==> src/rtl/neuron_mac_sequencer.sv <==
// neuron_mac_sequencer
// Streams one neuron's activation/weight pairs from two synchronous-read
// memories into an external pipelined fixed-point multiplier. It accumulates
// the returned products with saturation, adds the bias, clamps the sum to
// DATA_WIDTH and pulses done_out alongside the registered result.
module neuron_mac_sequencer #(
  parameter int DATA_WIDTH           = 16,
  parameter int FIXED_POINT_POSITION = 10,
  parameter int NUM_INPUTS           = 8,
  parameter int ADDR_WIDTH           = (NUM_INPUTS > 1) ? $clog2(NUM_INPUTS) : 1,
  parameter int MULT_LATENCY         = 3,
  parameter int ACC_WIDTH            = 32
) (
  input  logic                    clk_in,
  input  logic                    rst_in,
  input  logic                    start_in,
  input  logic [DATA_WIDTH-1:0]   bias_in,
  output logic [ADDR_WIDTH-1:0]   data_addr_out,
  output logic [ADDR_WIDTH-1:0]   weight_addr_out,
  input  logic [DATA_WIDTH-1:0]   data_in,
  input  logic [DATA_WIDTH-1:0]   weight_in,
  output logic [DATA_WIDTH-1:0]   multiplicand_out,
  output logic [DATA_WIDTH-1:0]   multiplier_out,
  input  logic [2*DATA_WIDTH-1:0] product_in,
  output logic                    busy_out,
  output logic                    done_out,
  output logic [DATA_WIDTH-1:0]   result_out,
  output logic                    overflow_out
);

  // Slot tags: stage 0 = read data valid, stage 1 = operands valid,
  // last stage = matching product present on product_in.
  localparam int PIPE_DEPTH = 2 + MULT_LATENCY;
  localparam logic [ADDR_WIDTH-1:0] LAST_ADDR = ADDR_WIDTH'(NUM_INPUTS - 1);
  localparam logic [ACC_WIDTH-1:0]  ACC_MAX   = {1'b0, {(ACC_WIDTH-1){1'b1}}};
  localparam logic [ACC_WIDTH-1:0]  ACC_MIN   = {1'b1, {(ACC_WIDTH-1){1'b0}}};
  localparam logic [DATA_WIDTH-1:0] DATA_MAX  = {1'b0, {(DATA_WIDTH-1){1'b1}}};
  localparam logic [DATA_WIDTH-1:0] DATA_MIN  = {1'b1, {(DATA_WIDTH-1){1'b0}}};

  // Reject parameter sets the datapath cannot represent.
  if (ACC_WIDTH < 2*DATA_WIDTH || NUM_INPUTS < 1 ||
      FIXED_POINT_POSITION < 0 || FIXED_POINT_POSITION >= DATA_WIDTH) begin : g_bad_params
    $error("neuron_mac_sequencer: illegal parameter combination");
  end

  typedef enum logic [1:0] {IDLE, ISSUE, DRAIN, FINISH} state_t;

  state_t                  state_reg;
  logic [ADDR_WIDTH-1:0]   addr_reg;
  logic                    vld_reg [PIPE_DEPTH];
  logic [DATA_WIDTH-1:0]   mcand_reg;
  logic [DATA_WIDTH-1:0]   mplier_reg;
  logic [DATA_WIDTH-1:0]   bias_reg;
  logic [DATA_WIDTH-1:0]   result_reg;
  logic [ACC_WIDTH-1:0]    acc_reg;
  logic                    acc_ovf_reg;
  logic                    busy_reg;
  logic                    done_reg;
  logic                    ovf_out_reg;

  logic                    issue_now;
  logic [ACC_WIDTH:0]      acc_ext;
  logic [ACC_WIDTH:0]      prod_ext;
  logic [ACC_WIDTH:0]      acc_sum;
  logic                    acc_sum_ovf;
  logic [ACC_WIDTH:0]      bias_ext;
  logic [ACC_WIDTH:0]      fin_sum;
  logic                    fin_fits;
  logic [DATA_WIDTH-1:0]   fin_sat;

  assign issue_now = (state_reg == ISSUE);

  // One extra bit of headroom so a single add never wraps before the clamp.
  assign acc_ext     = {acc_reg[ACC_WIDTH-1], acc_reg};
  assign prod_ext    = {{(ACC_WIDTH+1-2*DATA_WIDTH){product_in[2*DATA_WIDTH-1]}}, product_in};
  assign acc_sum     = acc_ext + prod_ext;
  assign acc_sum_ovf = acc_sum[ACC_WIDTH] ^ acc_sum[ACC_WIDTH-1];

  // The final sum fits DATA_WIDTH only when all bits above the result sign agree.
  assign bias_ext = {{(ACC_WIDTH+1-DATA_WIDTH){bias_reg[DATA_WIDTH-1]}}, bias_reg};
  assign fin_sum  = acc_ext + bias_ext;
  assign fin_fits = (&fin_sum[ACC_WIDTH:DATA_WIDTH-1]) | ~(|fin_sum[ACC_WIDTH:DATA_WIDTH-1]);
  assign fin_sat  = fin_fits ? fin_sum[DATA_WIDTH-1:0]
                             : (fin_sum[ACC_WIDTH] ? DATA_MIN : DATA_MAX);

  genvar gi;
  generate
    for (gi = 0; gi < PIPE_DEPTH; gi++) begin : g_vld
      if (gi == 0) begin : g_head
        // Tag a slot for every address issued.
        always_ff @(posedge clk_in) begin
          if (rst_in) vld_reg[gi] <= 1'b0;
          else        vld_reg[gi] <= issue_now;
        end
      end else begin : g_tail
        // Walk the tag forward in step with the data/multiplier pipeline.
        always_ff @(posedge clk_in) begin
          if (rst_in) vld_reg[gi] <= 1'b0;
          else        vld_reg[gi] <= vld_reg[gi-1];
        end
      end
    end
  endgenerate

  // Register memory read data as multiplier operands; hold when no slot is valid.
  always_ff @(posedge clk_in) begin
    if (rst_in) begin
      mcand_reg  <= '0;
      mplier_reg <= '0;
    end else if (vld_reg[0]) begin
      mcand_reg  <= data_in;
      mplier_reg <= weight_in;
    end
  end

  // Saturating accumulation of tagged products; cleared on an accepted start.
  always_ff @(posedge clk_in) begin
    if (rst_in) begin
      acc_reg     <= '0;
      acc_ovf_reg <= 1'b0;
    end else if (state_reg == IDLE && start_in) begin
      acc_reg     <= '0;
      acc_ovf_reg <= 1'b0;
    end else if (vld_reg[PIPE_DEPTH-1]) begin
      if (acc_sum_ovf) begin
        acc_reg     <= acc_sum[ACC_WIDTH] ? ACC_MIN : ACC_MAX;
        acc_ovf_reg <= 1'b1;
      end else begin
        acc_reg     <= acc_sum[ACC_WIDTH-1:0];
      end
    end
  end

  // Run sequencing with registered address, status and result outputs.
  always_ff @(posedge clk_in) begin
    if (rst_in) begin
      state_reg   <= IDLE;
      addr_reg    <= '0;
      bias_reg    <= '0;
      busy_reg    <= 1'b0;
      done_reg    <= 1'b0;
      result_reg  <= '0;
      ovf_out_reg <= 1'b0;
    end else begin
      done_reg <= 1'b0;
      case (state_reg)
        IDLE: begin
          addr_reg <= '0;
          if (start_in) begin
            bias_reg  <= bias_in;
            busy_reg  <= 1'b1;
            state_reg <= ISSUE;
          end
        end
        ISSUE: begin
          if (addr_reg == LAST_ADDR) begin
            addr_reg  <= '0;
            state_reg <= DRAIN;
          end else begin
            addr_reg  <= addr_reg + 1'b1;
          end
        end
        DRAIN: begin
          // Tags form one contiguous burst, so a valid head with an empty
          // stage behind it is the final product of the run.
          if (vld_reg[PIPE_DEPTH-1] && !vld_reg[PIPE_DEPTH-2]) state_reg <= FINISH;
        end
        FINISH: begin
          result_reg  <= fin_sat;
          ovf_out_reg <= acc_ovf_reg | ~fin_fits;
          done_reg    <= 1'b1;
          busy_reg    <= 1'b0;
          state_reg   <= IDLE;
        end
        default: state_reg <= IDLE;
      endcase
    end
  end

  assign data_addr_out    = addr_reg;
  assign weight_addr_out  = addr_reg;
  assign multiplicand_out = mcand_reg;
  assign multiplier_out   = mplier_reg;
  assign busy_out         = busy_reg;
  assign done_out         = done_reg;
  assign result_out       = result_reg;
  assign overflow_out     = ovf_out_reg;

endmodule

==> config.mk <==
export PLATFORM = sky130hd
export DESIGN_NAME = neuron_mac_sequencer
export DESIGN_NICKNAME = d
export VERILOG_FILES = /design/src/rtl/neuron_mac_sequencer.sv
export SDC_FILE = /design/constraint.sdc
export NUM_CORES = 1
export LEC_CHECK = 0
export CORE_ASPECT_RATIO = 1.75
export CORE_MARGIN = 2
export CORE_UTILIZATION = 31
export DETAILED_ROUTE_END_ITERATION = 6
export PLACE_DENSITY = 0.51
export SLEW_MARGIN = 15
export SYNTH_ARGS = -nofsm -noshare
export SYNTH_HDL_FRONTEND = slang
export SYNTH_SLANG_ARGS = --single-unit
==> constraint.sdc <==
create_clock -name clk_in -period 7.2 [get_ports clk_in]
set_clock_uncertainty 0.2 [all_clocks]
set_input_delay 2.16 -clock clk_in [delete_from_list [all_inputs] [get_ports clk_in]]
set_output_delay 2.16 -clock clk_in [all_outputs]
set_load 0.005 [all_outputs]
==> results.py <==
metrics = {
    "status": {
        "status": "completed",
    },
    "clock_tree": {
        "cts_max_level": 3,
        "cts.repair.resized": 0,
        "hold_buffers": 0,
        "cts.sinks": 110,
        "cts-root-buf": "clkbuf_16",
        "post_cts_buffers": 0,
        "cts_tree": "built",
        "clkTransAtPathRegs_ps": 70,
        "numCtsBuffers": 9,
        "clock_latency_ps": 370,
        "cts_buffer_depth": 2,
    },
    "detailed_routing": {
        "via_count": 7290,
        "via_per_inst": 5.29,
        "wl_mm": 24.7,
        "drcViolationCount": 0,
        "drtPass1Iterations": 5,
        "drtAntennaViolNets": 0,
        "drt_iter0_drc": 337,
        "wl_per_cell_um": 17.9,
    },
    "sta": {
        "max_freq_mhz": 155,
        "slew_headroom": 0.318,
        "whs_ps": 246,
        "setup_violations": 0,
        "final-hold-violation-count": 0,
        "slew_violations": 0,
        "tns_ps": 0,
        "timing.final.crit_share": 0.896,
        "worst_pin_slew_ps": 1020,
        "fin_crit_ps": 6450,
        "rsz0062_at_grt": "no",
    },
    "worst_setup_path": {
        "r2r-end": "overflow_out",
        "endpoint_kind": "register",
        "start_kind": "input pin",
        "critPathTopFamily": "compound AO/OA/AOI/OAI gates",
        "reg2reg_from": "bias_reg[15]",
        "critPathMaxFanout": 14,
        "cp_cell_sequence": "clkdlybuf4s50_1 > ha_1 > a21o_1 > a21oi_1 > a31oi_1 > o211ai_1 > a311o_1 > o21ai_1 > a41o_1 > xnor2_1 > nand2_1 > and3_1 > a221o_1",
        "slowest_stage": "xnor2_1",
        "reg2reg_slack_ps": 2420,
        "arrival_ps": 6490,
        "critPathRequiredTime_ps": 7240,
        "reg2reg_depth": 12,
        "max_stage_delay_ps": 700,
        "worst-path-buf-inv": 1,
        "critical_path_class": "input pin to register",
    },
    "grt": {
        "grt_first_pass_wirelength_mm": 38.1,
        "gr-usage-all-layers": 0.188,
        "gr-total-overflow": 0,
        "antenna_found_initial": 0,
        "grt_max_degree": 42,
        "grt_pass1_vias": 7422,
    },
    "synthesis": {
        "yosys.area.top_type": "dfxtp_1",
        "syn_inst": 954,
        "synth-seq-cells": 110,
        "yosys_warnings": 0,
        "async_flop_share": 0,
        "synth_area_um2": 7740,
        "ys.flop_type": "dfxtp_1",
        "yosysTopAreaCellShare": 0.284,
        "ys_seq_area_frac": 0.284,
        "synth_fp_nets": 1109,
        "yosysUniqueCellTypes": 74,
        "synth_edf_count": 0,
        "avgSynthCellArea_um2": 8.12,
        "yosys-top-cells-area": "dfxtp_1, ha_1, a21oi_1",
    },
    "placement": {
        "placedInstanceArea_um2": 9310,
        "hpwlAfterDp_mm": 20.0,
        "io_buffers": 139,
        "gp_congestion": 0.874,
    },
    "finish": {
        "nNetsFinal": 1217,
        "area_growth_pct": 23.7,
        "utilization": 0.389,
        "drive_gt1_frac": 0.0384,
        "fin_area_um2": 9580,
        "antennaDiodeCount": 0,
        "largest_register_ffs": 32,
    },
    "power_and_ir_drop": {
        "power.total_w": 0.00179,
        "irDropWorstVdd_v": 0.000123,
        "powerDensity_nw_per_um2": 186,
        "leakage_nw": 3.93,
    },
    "job": {
        "drv_cap": 0,
    },
    "floorplanning": {
        "io_pins": 140,
        "die_w_um": 123,
        "die-area_um2": 26300,
        "die_h_um": 213,
        "initial_core_util": 0.314,
        "rows": 76,
        "core_um2": 24600,
    },
    "worst_hold_path": {
        "hold_class": "register to register",
        "hold_end": "vld_reg[3]",
        "worstHoldStart": "vld_reg[2]",
        "worst_hold_path.num_cells": 1,
    },
}
cells in the final DEF (no fill, tap or decap), types with 8 or more instances in the layout:
cell             count
ha_1                70
nor4_1               8
a21oi_1             92
a211oi_1            14
nor3_1              26
nand4_1             10
maj3_1               8
xnor2_1             27
dfxtp_1            109
nor2_1             112
a21o_1              23
a221o_1             20
mux2i_1             35
clkbuf_16            9
xor2_1              18
o21a_1              13
o21ai_0             61
nor2b_1             12
o211ai_1             8
nand2_1             81
nand3_1             18
and2_1              10
inv_1               20
nand2b_1             9
clkdlybuf4s50_1    138
metal layers:
layer / track usage / wire length (µm) / vias up / part of all wire
li1: - / - / 3722 / -
met1: 0.183 / 8870 / 3367 / 0.36
met2: 0.374 / 14000 / 162 / 0.57
met3: 0.0342 / 1010 / 39 / 0.041
met4: 0.0745 / 804 / 0 / 0.033
met5: 0 / 0 / - / 0
synth_stat cells, drive strengths merged, types with 6 or more instances:
library cell	number
a211oi	15
a21o	23
a21oi	92
a221o	23
and2	12
and3	7
buf	21
clkbuf	25
dfxtp	110
ha	70
inv	20
maj3	8
mux2i	35
nand2	81
nand2b	9
nand3	18
nand4	10
nor2	113
nor2b	12
nor3	26
nor3b	6
nor4	8
o211ai	9
o21a	13
o21ai	67
o21bai	6
xnor2	27
xor2	18
report_power, final:
group          switching, W  internal, W  total (W)
registers         0.0000654     0.000671   0.000736
clock network      0.000246     0.000237   0.000483
logic              0.000290     0.000277   0.000567
total              0.000602      0.00118    0.00179
cells by family (layout without fill, tap and decap cells):
family / count (synthesis) / in the layout / synth area share
buf+inv: 67 / 180 / 0.0423
mux: 36 / 36 / 0.0467
fa+ha+maj: 80 / 80 / 0.129
xor+xnor: 45 / 45 / 0.0509
compound gates: 296 / 296 / 0.253
simple gates: 320 / 320 / 0.194
flops: 110 / 110 / 0.284
cell type report:
cell class / instances / area [µm²]
multi-input combinational: 777 / 5220
clock inverter: 5 / 36.3
tap: 312 / 390
clock buffer: 11 / 233
inverter: 20 / 75.1
sequential: 110 / 2200
fill: 2595 / 15100
timing repair buffer: 144 / 1420
per-stage QoR:
step	std cells	worst slack [ps]
finish	1379	747
global route	1379	335
CTS	1379	750
detailed placement	1363	389
global placement	1363	523
floorplan	954	1950
worst max-delay path by stage:
stage | start | end | slack, ps | depth (start not counted)
2_1_floorplan | product_in[3] | acc_reg[29] | 1950 | 15
3_3_place_gp | product_in[3] | acc_reg[24] | 520 | 13
3_5_place_dp | product_in[3] | acc_reg[18] | 390 | 13
4_1_cts | product_in[3] | acc_reg[12] | 750 | 13
5_1_grt | product_in[3] | acc_reg[24] | 340 | 13
6_report | product_in[3] | acc_reg[12] | 750 | 13
worst register-to-register path: cells and delay by family, from the launching register on:
family / cells / cell delay [ps]
simple gates: 6 / 1890
compound gates: 5 / 1260
fa+ha+maj: 1 / 460
flops: 1 / 830
(Power assumes the default switching activity.)
